[src/rtl/axis_8to32_packer.sv]
// Packs an 8-bit AXI-Stream byte stream into 32-bit words with per-byte keep,
// closing a word on the fourth byte or on the packet's last byte.
module axis_8to32_packer #(
  parameter int BIG_ENDIAN = 0,
  parameter int CNT_W      = 16
) (
  input  logic             clk,
  input  logic             rst,
  input  logic [7:0]       s_data,
  input  logic             s_valid,
  output logic             s_ready,
  input  logic             s_last,
  output logic [31:0]      m_data,
  output logic [3:0]       m_keep,
  output logic             m_valid,
  input  logic             m_ready,
  output logic             m_last,
  output logic [CNT_W-1:0] pkt_count
);

  logic [31:0] r_asm_data;
  logic [3:0]  r_asm_keep;
  logic [1:0]  r_idx;

  logic [31:0]      r_m_data;
  logic [3:0]       r_m_keep;
  logic             r_m_valid;
  logic             r_m_last;
  logic [CNT_W-1:0] r_pkt_count;

  logic        w_s_ready;
  logic        w_accept;
  logic        w_complete;
  logic        w_drain;
  logic [1:0]  w_lane;
  logic [31:0] w_asm_data;
  logic [3:0]  w_asm_keep;

  assign w_s_ready  = !r_m_valid || m_ready;
  assign w_accept   = s_valid && w_s_ready;
  assign w_complete = w_accept && ((r_idx == 2'd3) || s_last);
  assign w_drain    = r_m_valid && m_ready;

  // Byte order within the word is mirrored in big-endian mode; keep follows the lanes.
  always_comb begin
    w_lane = r_idx;
    if (BIG_ENDIAN != 0) begin
      w_lane = 2'd3 - r_idx;
    end
    w_asm_data = r_asm_data | ({24'h000000, s_data} << {w_lane, 3'b000});
    w_asm_keep = r_asm_keep | (4'b0001 << w_lane);
  end

  always_ff @(posedge clk) begin
    if (rst) begin
      r_asm_data  <= '0;
      r_asm_keep  <= '0;
      r_idx       <= '0;
      r_m_data    <= '0;
      r_m_keep    <= '0;
      r_m_valid   <= 1'b0;
      r_m_last    <= 1'b0;
      r_pkt_count <= '0;
    end else begin
      if (w_complete) begin
        r_m_data   <= w_asm_data;
        r_m_keep   <= w_asm_keep;
        r_m_last   <= s_last;
        r_m_valid  <= 1'b1;
        r_asm_data <= '0;
        r_asm_keep <= '0;
        r_idx      <= '0;
      end else begin
        if (w_accept) begin
          r_asm_data <= w_asm_data;
          r_asm_keep <= w_asm_keep;
          r_idx      <= r_idx + 2'd1;
        end
        if (w_drain) begin
          r_m_valid <= 1'b0;
        end
      end
      if (w_drain && r_m_last) begin
        r_pkt_count <= r_pkt_count + 1'b1;
      end
    end
  end

  assign s_ready   = w_s_ready;
  assign m_data    = r_m_data;
  assign m_keep    = r_m_keep;
  assign m_valid   = r_m_valid;
  assign m_last    = r_m_last;
  assign pkt_count = r_pkt_count;

endmodule

[config.mk]
export PLATFORM = sky130hd
export DESIGN_NAME = axis_8to32_packer
export DESIGN_NICKNAME = d
export VERILOG_FILES = /design/src/rtl/axis_8to32_packer.sv
export SDC_FILE = /design/constraint.sdc
export NUM_CORES = 1
export LEC_CHECK = 0
export ABC_CLOCK_PERIOD_IN_PS = 1950
export BUFFER_PORTS_ARGS = -buffer_cell sky130_fd_sc_hd__clkbuf_2
export CORE_ASPECT_RATIO = 1.2
export CORE_MARGIN = 4
export CORE_UTILIZATION = 50
export DETAILED_ROUTE_END_ITERATION = 10
export PLACE_DENSITY_LB_ADDON = 0.25
export SETUP_SLACK_MARGIN = 0.3
export SYNTH_ARGS = -nofsm -noshare
export SYNTH_HDL_FRONTEND = slang
export SYNTH_SLANG_ARGS = --single-unit
export TNS_END_PERCENT = 5
[constraint.sdc]
create_clock -name clk -period 1.95 [get_ports clk]
set_clock_uncertainty 0.2 [all_clocks]
set_input_delay 0.195 -clock clk [delete_from_list [all_inputs] [get_ports clk]]
set_output_delay 0.195 -clock clk [all_outputs]
set_load 0.01 [all_outputs]
# Yosys cells after proc, flatten, opt, wreduce, memory -nomap -nowiden
# Index checks and enable logic that the tools add are counted.
[op_classes] eq_ne=1 n_reduce_logical=9 n_bitwise=2 n_mux=2 shift=2 add_sub_neg=2
[op_table] operator="32-bit OR" count=1
[op_table] operator="8-bit by 5-bit left shift with 32-bit output" count=1
[op_table] operator="16-bit by 1-bit adder with 16-bit output (second input constant)" count=1
[op_table] operator="1-bit logical AND" count=4
[op_table] operator="4-bit OR" count=1
[op_table] operator="1-bit by 2-bit left shift with 4-bit output (first input constant)" count=1
[op_table] operator="2-bit by 1-bit adder with 2-bit output (second input constant)" count=1
[op_table] operator="2-bit equality test (second input constant)" count=1
[op_table] operator="1-bit logical OR" count=2
[op_table] operator="1-bit 2-to-1 mux" count=2
[op_table] operator="2-bit nonzero test" count=1
[op_table] operator="2-bit OR reduction" count=1
[op_table] operator="1-bit logical NOT" count=1
[totals] inputBits=13 wordCells=26 ff_bits=92

# Depth between registers and ports, before layout
# Gate-level depths: netlist (run 1).
[logic_depth] depth_word=5 mapped_depth=7

# Worst setup path after synthesis (run 1)
# No wires, ideal clock.
[synth_timing] path_type="flip-flop to flip-flop" start="register r_idx[0]" end="register r_asm_keep[0]" synth_period_minus_slack_ns=1.786 setup_time_ns=0.064 setup_slack_ns=0.164 required_time_ns=1.686 t_arrival_ns=1.521 stages_incl_launch_ff=8 cell_sequence="dfxtp_1 ha_1 o211a_1 buf_2 or2_1 buf_2 buf_2 nor2_1"
[synth_via] elab_chain_cells=4
[synth_lines] item="start, declared" line="23" rtl="logic [1:0] r_idx;"
[synth_lines] item="start signal, assigned" line="77" rtl="r_idx <= r_idx + 2'd1;"
[synth_lines] item="2-bit equality test" line="41" rtl="assign w_complete = w_accept && ((r_idx == 2'd3) || s_last);"
[synth_lines] item="1-bit logical OR" line="41"
[synth_lines] item="1-bit logical AND" line="41"
[synth_lines] item="2-bit OR reduction (no source line)"
[synth_lines] item="end signal, assigned" line="76" rtl="r_asm_keep <= w_asm_keep;"
[synth_lines] item="end, declared" line="22" rtl="logic [3:0] r_asm_keep;"
# Several ways; a longest one is shown, not always the timed one.
# A chain may end at the register's enable or synchronous reset.

# Worst setup path in the final report (run 1)
[layout_timing] start="register r_idx[0]" end="register r_idx[1]"
[layout_via] elab_chain_cells=4
[layout_lines] item="2-bit equality test" line="41"
[layout_lines] item="1-bit logical OR" line="41"
[layout_lines] item="1-bit logical AND" line="41"
[layout_lines] item="2-bit OR reduction (no source line)"
# Several ways; a longest one is shown, not always the timed one.

==> metrics.csv, run 1 <==
stage,metric,value,unit
routing,detail_route.vias_per_cell,5.42,
clock_tree,ctsLongestPathBuffers,2,
finish,num-nets-final,482,
hold_path,timing.hold.worst.class,primary input to register,
pwr,power_per_cell_area,830,nW/um^2
logic_synthesis,synth_warnings,0,
logic_synthesis,postSynth.asyncResetShare,0,%
grt,grt_first_pass_wirelength,12900,microns
routing,antenna_left,0,
floorplan,chipWidth,84.1,microns
timing,finalWorstPathRequiredPeriod,1.67,ns
worst_setup_path,max_stage_delay,0.38,ns
routing,wirelength,8250,microns
grt,grt_util_all_layers,19.0,%
floorplan,coreArea,6810,sq um
logic_synthesis,postSynthRegisterBits,92,
floorplan,die_outline_area,8360,sq um
logic_synthesis,ys_seq_area_share,53.0,%
finish,finish.utilization,63.1,%
grt,initial_antenna_violation_count,0,
floorplan,die_h,99.3,microns
run_status,run_status,finished clean,
worst_setup_path,crit_path_cell_trace,ha_4 -> o211a_4 -> or2_4 -> buf_12 -> a21oi_1,
routing,drc,0,
timing,period_share,85.6,%
logic_synthesis,ys_types,31,
placed_design,dpl.cell_count,526,
timing,final_max_slew_viol_count,0,
finish,final_cell_count_no_fill,556,
logic_synthesis,yosys.cell_count.top_type,dfxtp_1,
logic_synthesis,synth_top_cell_area_share,53.0,%
routing,1st_pass_router_iterations,5,
timing,rsz0062_at_grt,true,
clock_tree,worst_setup_hold_path_clk_slew,0.09,ns
timing,highest_clock_rate,599,MHz
worst_setup_path,crit_fanout,17,
worst_setup_path,timing_worst_setup_path_type,register to register,
logic_synthesis,netlist_top_cells_area,"dfxtp_1 53%, a21oi_1 11%, nor2_1 9.4%",
clock_tree,cts_buffers,9,
timing,slew_headroom,73.3,%
routing,drt-wirelength-per-cell,14.8,microns
placed_design,dpl-instance-area,3870,sq um
timing,fin_ws,0.281,ns
grt,pin_count_of_the_biggest_net_entering_global_routing,42,
timing,setup_violating_endpoint_count_in_the_final_report,0,
clock_tree,clk_root_buffer_cell,clkbuf_8,
finish,design_area_final,4300,sq um
routing,dr.first_iter.drc_count,110,
run,max_cap_violations,0,
floorplan,boundaryPins,68,
pwr,power.leakage,1.73,nW
logic_synthesis,netlist_instances,398,
logic_synthesis,synthesis.area,3480,sq um
worst_setup_path,critical-path-slowest-cell,dfxtp_4,
logic_synthesis,synth-edff-count,0,
grt,overflow,0,
logic_synthesis,post-synth-top-area-cell,dfxtp_1,
grt,first_global_vias,2805,
finish,syn_to_final_growth,23.7,%
floorplan,row_count,33,
pwr,vdd_ir_drop_max,0.504,mV
clock_tree,clk_latency,0.36,ns
placed_design,gp_routability_congestion,0.807,
finish,fill_cells,604,
logic_synthesis,ys_top_cells_by_count,"92 x dfxtp_1, 87 x nor2_1, 74 x a21oi_1",
worst_setup_path,timing.critical_path.arrival,1.75,ns
timing,finalHoldViolCount,0,
timing,setup_total_negative_slack,0,ns
routing,vias,3011,
placed_design,io_buffers,67,
placed_design,dpl_worst_slack,0.224,ns
finish,antenna-diode-count,0,
logic_synthesis,synthesis.nets,416,
finish,layout-drive-gt1-share,28.1,%
worst_setup_path,critPathCaptureType,register,
worst_setup_path,cp-start-kind,register,
pwr,p_total,3.57,mW
clock_tree,clock_tree.htree_level_count,3,
timing,final.hold.worst_slack,0.0348,ns
worst_setup_path,worst_ep_required_time,2.03,ns
clock_tree,clkSinkCount,92,
placed_design,dp.final_hpwl,5270,microns
clock_tree,cts_tree,done,
floorplan,initial_utilization,51.0,%
logic_synthesis,mapped_avg_cell_area,8.73,sq um
timing,worstMarginPinSlew,0.400,ns
logic_synthesis,synth_ff_type,dfxtp_1,
registers in the layout, indices dropped and copies added, names as in the netlist:
| register | flops |
|---|---|
| m_data | 32 |
| r_idx | 2 |
| m_last | 1 |
| pkt_count | 16 |
| r_asm_data | 32 |
| r_asm_keep | 4 |
| m_valid | 1 |
| m_keep | 4 |
per-layer routing:
layer | vias to the layer above | routed length (microns) | global-route usage, %
li1 | 1514 | - | -
met1 | 1402 | 3640 | 24.1
met2 | 84 | 4080 | 31.1
met3 | 11 | 388 | 5.22
met4 | 0 | 138 | 6.31
met5 | - | 0 | 0
repair_timing:
action	CTS	global route
gates resized for setup	12	18
endpoints found under the hold margin	9	0
buffers inserted	2	6
cloned	0	2
setup endpoints to repair	61	75
hold buffers	4	0
pin swaps	2	2
cells in the final DEF, fill, tap and decap left out, drive strengths merged, types with 5 or more instances in the layout:
cell type   n
inv         5
o21ai       6
a21oi      74
a211oi     35
nand3       9
buf        19
dfxtp      92
ha          5
nand2       6
xor2        6
nor2       87
clkinv      5
clkbuf     79
or3         6
and3        6
final cells by class:
class	instances	area, sq um	area share, %
Timing Repair Buffer	92	606	14.1
Sequential cell	92	1880	43.7
Multi-Input combinational cell	264	1510	35.1
Clock inverter	6	40.0	0.932
Inverter	5	18.8	0.437
Tap cell	87	109	2.53
Clock buffer	10	138	3.20
worst max-delay path, delay by kind of cell (launching register included):
| kind | cells | cell delay, ns |
|---|---|---|
| buffers and inverters | 1 | 0.16 |
| AO/OA/AOI/OAI | 2 | 0.39 |
| adder cells (fa/ha/maj) | 1 | 0.17 |
| AND/OR/NAND/NOR | 1 | 0.28 |
| flip-flops | 1 | 0.38 |
cell families (layout without fill, tap and decap cells):
group                    Yosys count  in the layout  synth area share, %
multiplexers                       1              1                0.288
AO/OA/AOI/OAI                    121            121                 20.4
AND/OR/NAND/NOR                  128            128                 17.0
buffers and inverters             42            113                 5.33
adder cells (fa/ha/maj)            5              5                 1.80
flip-flops                        92             92                 53.0
XOR/XNOR                           9              9                 2.27
power breakdown:
group | switching, mW | internal [mW]
combinational | 0.248 | 0.172
clock | 0.657 | 0.495
sequential | 0.0479 | 1.95
final timing paths:
kind                    endpoint  slack (ns)  depth (start not counted)           from
setup / recovery        r_idx[1]        0.28                          5       r_idx[0]
hold / removal    r_asm_data[27]        0.03                          3      s_data[3]
setup reg to reg        r_idx[1]        0.28                          5       r_idx[0]
hold reg to reg    r_asm_keep[3]        0.24                          2  r_asm_keep[3]
Note: power is estimated with default switching activity, not from simulation.
==> inputs of run 2 (changes only) <==
- GPL_ROUTABILITY_DRIVEN: unset -> 0
- REMOVE_ABC_BUFFERS: unset -> 1
- SLEW_MARGIN: unset -> 20
==> run 2 against run 1 <==
  * Clock power is essentially flat
  * Sequential power hardly changed
  * Die area stayed put
  * Flip-flop and latch count stayed put
  * First-iteration DRC count increased by 56%
  * Critical path type unchanged
  * Largest cell class unchanged
==> metrics.csv, run 2 (synthesis results as in run 1) <==
stage,metric,value,unit
run_status,run_status,finished clean,
floorplan,chipWidth,84.1,microns
finish,syn_to_final_growth,23.6,%
floorplan,coreArea,6810,sq um
pwr,vdd_ir_drop_max,0.558,mV
finish,final_common_cell,nor2_1,
clock_tree,clock_tree.htree_level_count,3,
grt,initial_antenna_violation_count,0,
clock_tree,ctsLongestPathBuffers,2,
worst_setup_path,path_delay_family,simple AND/OR/NAND/NOR gates,
clock_tree,clk_latency,0.35,ns
worst_setup_path,critPathCaptureType,register,
worst_setup_path,crit_path_cell_trace,and4_4 -> nand4_4 -> or4_1 -> a21oi_1,
floorplan,die_outline_area,8360,sq um
hold_path,timing.hold.worst.class,primary input to register,
finish,design_area_final,4300,sq um
timing,rsz0062_at_grt,true,
worst_setup_path,timing.rr.start,pkt_count[2],
worst_setup_path,setup_slack_reg_to_reg,0.32,ns
timing,final_max_slew_viol_count,0,
timing,slew_headroom,80.3,%
worst_setup_path,max_stage_delay,0.43,ns
clock_tree,clkSinkCount,92,
worst_setup_path,endpoint_of_the_most_critical_setup_path,pkt_count[15],
floorplan,die_h,99.3,microns
clock_tree,cts_tree,done,
grt,overflow,0,
timing,setup_total_negative_slack,0,ns
timing,final.hold.worst_slack,0.109,ns
clock_tree,cts_buffers,9,
grt,grt_util_all_layers,19.2,%
clock_tree,worst_setup_hold_path_clk_slew,0.09,ns
pwr,power_per_cell_area,835,nW/um^2
routing,drc,0,
timing,finalHoldViolCount,0,
routing,drt-wirelength-per-cell,14.1,microns
routing,vias,2951,
grt,first_global_vias,2738,
timing,period_share,83.8,%
finish,mostFrequentLayoutCells,"87 x nor2_1, 82 x dfxtp_1, 74 x a21oi_1",
routing,antenna_left,0,
pwr,power.leakage,1.75,nW
routing,wirelength,7930,microns
floorplan,boundaryPins,68,
timing,setup_violating_endpoint_count_in_the_final_report,0,
placed_design,io_buffers,67,
finish,num-nets-final,489,
finish,finish.utilization,63.1,%
routing,detail_route.vias_per_cell,5.24,
floorplan,row_count,33,
worst_setup_path,crit-reg2reg-capture,pkt_count[15],
worst_setup_path,crit_fanout,9,
routing,dr.first_iter.drc_count,172,
timing,finalWorstPathRequiredPeriod,1.63,ns
hold_path,whs_path_depth,3,
timing,worstMarginPinSlew,0.295,ns
placed_design,dp.final_hpwl,5360,microns
routing,1st_pass_router_iterations,4,
grt,pin_count_of_the_biggest_net_entering_global_routing,39,
run,max_cap_violations,0,
worst_setup_path,cp-start-kind,register,
worst_setup_path,worst_ep_required_time,2.04,ns
clock_tree,clk_root_buffer_cell,clkbuf_8,
worst_setup_path,timing.critical_path.depth,4,
finish,layout-drive-gt1-share,27.3,%
worst_setup_path,critical-path-slowest-cell,or4_1,
worst_setup_path,startpoint,pkt_count[2],
worst_setup_path,crit_buf_inv,0,
timing,highest_clock_rate,612,MHz
worst_setup_path,reg2reg_depth,4,
grt,grt_first_pass_wirelength,13100,microns
finish,fill_cells,609,
placed_design,dpl-instance-area,3900,sq um
worst_setup_path,timing_worst_setup_path_type,register to register,
floorplan,initial_utilization,51.0,%
worst_setup_path,timing.critical_path.arrival,1.72,ns
finish,antenna-diode-count,0,
==> run 2: cell count changes in the layout (fill, tap and decap cells not counted), moves of 3 or more <==
cell	delta
dlygate4sd3_1	+6
and3_1	-4
and3_2	+4
dfxtp_1	+4
dfxtp_4	-4
nor2_1	+3
nor2_2	-3
==> run 2: power by group <==
part	switching (mW)	total [mW]	internal, mW
sequential	0.0413	1.99	1.95
combinational	0.243	0.418	0.176
clock	0.641	1.18	0.535
total	0.925	3.59	2.66
==> run 2: repair_timing <==
action,in CTS,in global routing
pin swaps,0,2
hold buffers,10,0
buffers inserted,0,3
setup endpoints to repair,30,79
hold endpoints to repair,31,0
gates resized for setup,5,29
==> run 2: metrics by stage <==
step	cells	power (mW)	setup slack, ns
5_1_grt	563	3.77	0.252
4_1_cts	560	3.62	0.245
3_3_place_gp	534	2.42	0.244
6_report	563	3.59	0.316
3_5_place_dp	534	2.43	0.204
2_1_floorplan	361	2.24	-1.14
==> run 2: worst min path at each step <==
stage | startpoint | endpoint | slack [ns]
final | rst | pkt_count[9] | 0.11
after global routing | rst | pkt_count[1] | 0.13
after CTS | s_valid | r_idx[1] | 0.09
after detailed placement | r_asm_keep[3] | r_asm_keep[3] | 0.22
after global placement | r_asm_keep[3] | r_asm_keep[3] | 0.22
after floorplan | rst | m_last | 0.06
==> run 2: final cells by class <==
class / count / area (sq um) / area share (%)
inverters: 5 / 18.8 / 0.437
multi-input cells: 264 / 1490 / 34.7
well taps: 87 / 109 / 2.53
flip-flops and latches: 92 / 1860 / 43.3
clock buffers: 11 / 151 / 3.52
repair buffers: 99 / 632 / 14.7
clock inverters: 5 / 35.0 / 0.815
==> run 2: worst min-delay path, cell delays in order <==
cell      delay (ns)
clkbuf_2        0.13
buf_4           0.23
a21oi_1         0.06
==> run 2: metal layers <==
layer / GRT usage, % / up-vias / share of wire (%)
li1: - / 1523 / -
met5: 0 / - / 0
met2: 32.0 / 69 / 48
met1: 24.7 / 1346 / 45
met3: 2.98 / 13 / 4.3
met4: 8.54 / 0 / 1.9
==> inputs of run 3 (changes only) <==
- ABC_AREA: unset -> 1
- ABC_CLOCK_PERIOD_IN_PS: 1950 -> 1600
- clock period: 1.95 -> 1.6 ns (I/O delays scaled with it)
==> run 3 against run 2 <==
  * The run now ends with negative hold slack left
  * Worst setup slack got worse by 0.19 ns
  * Core utilization increased by 4.0 points
  * Hold slack got worse by 0.20 ns
  * First-iteration DRC count decreased by 43%
  * Die area increased by 8.4%
  * Combinational power increased by 30%
  * Count of clock-buffer cells in the layout decreased by 1
  * Sequential share of layout area decreased by 5.6 points
  * Critical endpoint is now r_asm_data[1]
==> metrics.csv, run 3 <==
stage,metric,value,unit
run_status,run_status,"complete, but fails checks",
run_status,violations,negative hold slack,
worst_setup_path,max_stage_delay,0.37,ns
timing,highest_clock_rate,676,MHz
floorplan,die_h,103,microns
logic_synthesis,ys_top_cells_by_count,"92 x dfxtp_1, 73 x a21oi_1, 69 x nor2_1",
timing,period_share,92.4,%
run,max_cap_violations,0,
clock_tree,clk_root_buffer_cell,clkbuf_8,
clock_tree,worst_setup_hold_path_clk_slew,0.09,ns
clock_tree,cts_tree,done,
grt,initial_antenna_violation_count,0,
clock_tree,ctsLongestPathBuffers,2,
worst_setup_path,timing_worst_setup_path_type,register to register,
grt,pin_count_of_the_biggest_net_entering_global_routing,34,
grt,grt_first_pass_wirelength,15200,microns
routing,antenna_left,0,
clock_tree,clkSinkCount,92,
logic_synthesis,ys_seq_area_share,48.5,%
logic_synthesis,synth_xor_area_share,0.231,%
floorplan,boundaryPins,68,
logic_synthesis,adder_cell_area_share_of_the_yosys_netlist,1.65,%
timing,final_max_slew_viol_count,0,
logic_synthesis,yosys.cell_count.top_type,dfxtp_1,
placed_design,io_buffers,67,
routing,wirelength,9220,microns
finish,antenna-diode-count,0,
worst_setup_path,cp-start-kind,register,
timing,worstMarginPinSlew,0.465,ns
timing,slew_headroom,69.0,%
timing,finalWorstPathRequiredPeriod,1.48,ns
floorplan,die_outline_area,9050,sq um
grt,overflow,0,
logic_synthesis,synth_compound_gate_area_share,16.5,%
worst_setup_path,crit_fanout,15,
pwr,power_per_cell_area,921,nW/um^2
logic_synthesis,post-synth-top-area-cell,dfxtp_1,
routing,detail_route.vias_per_cell,5.24,
placed_design,dpl_worst_slack,0.0372,ns
finish,num-nets-final,604,
clock_tree,clock_tree.htree_level_count,3,
finish,syn_to_final_growth,29.4,%
routing,drc,0,
floorplan,initial_utilization,51.9,%
logic_synthesis,synth_warnings,0,
clock_tree,cts_hold_repair.buffers,6,
logic_synthesis,mapped_avg_cell_area,7.60,sq um
finish,final_common_cell,dfxtp_1,
routing,vias,3570,
floorplan,coreArea,7320,sq um
timing,setup_total_negative_slack,0,ns
worst_setup_path,critPathCaptureType,register,
worst_setup_path,worst_ep_required_time,1.64,ns
finish,fill_cells,617,
logic_synthesis,synth.area.mux_share,0,%
logic_synthesis,synth-edff-count,0,
pwr,vdd_ir_drop_max,0.697,mV
logic_synthesis,synth_ff_type,dfxtp_1,
timing,fin_ws,0.122,ns
grt,grt_util_all_layers,21.2,%
logic_synthesis,netlist_top_cells_area,"dfxtp_1 49%, a21oi_1 9.6%, nor2_1 6.8%",
logic_synthesis,postSynthRegisterBits,92,
floorplan,chipWidth,87.5,microns
hold_path,timing.hold.worst.class,primary input to register,
logic_synthesis,synthesis.area,3790,sq um
clock_tree,clk_latency,0.35,ns
floorplan,row_count,34,
worst_setup_path,critical-path-slowest-cell,dfxtp_2,
worst_setup_path,timing.critical_path.arrival,1.52,ns
timing,setup_violating_endpoint_count_in_the_final_report,0,
grt,first_global_vias,3337,
logic_synthesis,dominant_combinational_cell_family_by_area_after_synthesis,simple AND/OR/NAND/NOR gates,
routing,1st_pass_router_iterations,4,
worst_setup_path,path_delay_family,buffers and inverters,
worst_setup_path,crit_path_cell_trace,buf_6 -> inv_2 -> buf_12 -> nand3_1 -> inv_1 -> a21oi_1 -> nor2_4,
logic_synthesis,ys_types,26,
clock_tree,cts_buffers,9,
timing,finalHoldViolCount,2,
finish,layout-drive-gt1-share,27.9,%
placed_design,dp.final_hpwl,6040,microns
worst_setup_path,crit_buf_inv,4,
pwr,power.leakage,2.15,nW
logic_synthesis,postSynth.asyncResetShare,0,%
finish,mostFrequentLayoutCells,"85 x dfxtp_1, 67 x clkbuf_2, 64 x a21oi_1, 64 x nor2_1, 63 x nand2_1",
timing,final.hold.worst_slack,-0.0935,ns
finish,finish.utilization,67.1,%
routing,dr.first_iter.drc_count,98,
timing,rsz0062_at_grt,true,
logic_synthesis,synth_simple_gate_area_share,23.6,%
logic_synthesis,netlist_instances,499,
logic_synthesis,synth_top_cell_area_share,48.5,%
routing,drt-wirelength-per-cell,13.5,microns
-- run 3: cell types whose count changed after synthesis, sizes merged, moves of 3 or more --
| cell | previous run | this run |
|---|---|---|
| a211oi | 35 | 0 |
| a31oi | 3 | 8 |
| and3 | 6 | 1 |
| and4 | 3 | 0 |
| buf | 18 | 24 |
| clkbuf | 19 | 6 |
| inv | 5 | 48 |
| nand2 | 6 | 69 |
| nand3 | 9 | 41 |
| nor2 | 87 | 83 |
| o21ai | 6 | 42 |
| or3 | 6 | 0 |
| xor2 | 6 | 0 |
-- run 3: metal layers --
metal	GRT usage [%]	vias up	routed length, microns
met5	0	-	0
li1	-	1797	-
met4	9.56	0	216
met1	25.4	1650	3850
met2	37.4	100	4690
met3	3.01	23	464
-- run 3: final timing paths --
| path | startpoint | endpoint | slack [ns] | cells past startpoint |
|---|---|---|---|---|
| max | r_idx[1] | r_asm_data[1] | 0.12 | 7 |
| min | m_ready | m_valid | -0.09 | 4 |
| max reg2reg | r_idx[1] | r_asm_data[1] | 0.12 | 7 |
| min reg2reg | r_asm_keep[3] | r_asm_keep[3] | 0.24 | 2 |
-- run 3: cell families after synthesis --
group	Yosys count
AO/OA/AOI/OAI	123
AND/OR/NAND/NOR	200
XOR/XNOR	1
buffers and inverters	78
adder cells (fa/ha/maj)	5
flip-flops	92
-- run 3: layout make-up --
type	count	area, sq um	area share [%]
Sequential cell	92	1850	37.7
Multi-Input combinational cell	329	1720	35.1
Timing Repair Buffer	106	825	16.8
Inverter	48	188	3.82
Clock buffer	10	138	2.80
Tap cell	90	113	2.29
Clock inverter	6	72.6	1.48
-- run 3: repair_timing --
action / CTS / global route
hold endpoints to repair: 8 / 2
gates cloned: 3 / 1
resized for setup: 48 / 13
setup buffers: 4 / 1
endpoints found under the setup margin: 93 / 103
pin swaps: 13 / 5
-- run 3: report_power, final --
group / switching [mW] / internal, mW / leakage, nW
logic: 0.315 / 0.227 / 1.29
clock network: 0.819 / 0.778 / 0.103
registers: 0.0340 / 2.35 / 0.749
total: 1.17 / 3.35 / 2.15
-- run 3: worst register-to-register path, cell delays in order, from the launching register on --
cell and delay [ns]:
dfxtp_2 0.37, buf_6 0.13, inv_2 0.08, buf_12 0.16, nand3_1 0.07, inv_1 0.05, a21oi_1 0.24, nor2_4 0.06
-- run 3: stage by stage --
step	instances	area [sq um]	power, mW
global route	681	4910	4.72
detailed placement	650	4290	2.86
CTS	679	4830	4.53
global placement	650	4290	2.85
finish	681	4910	4.52
floorplan	469	3620	2.65
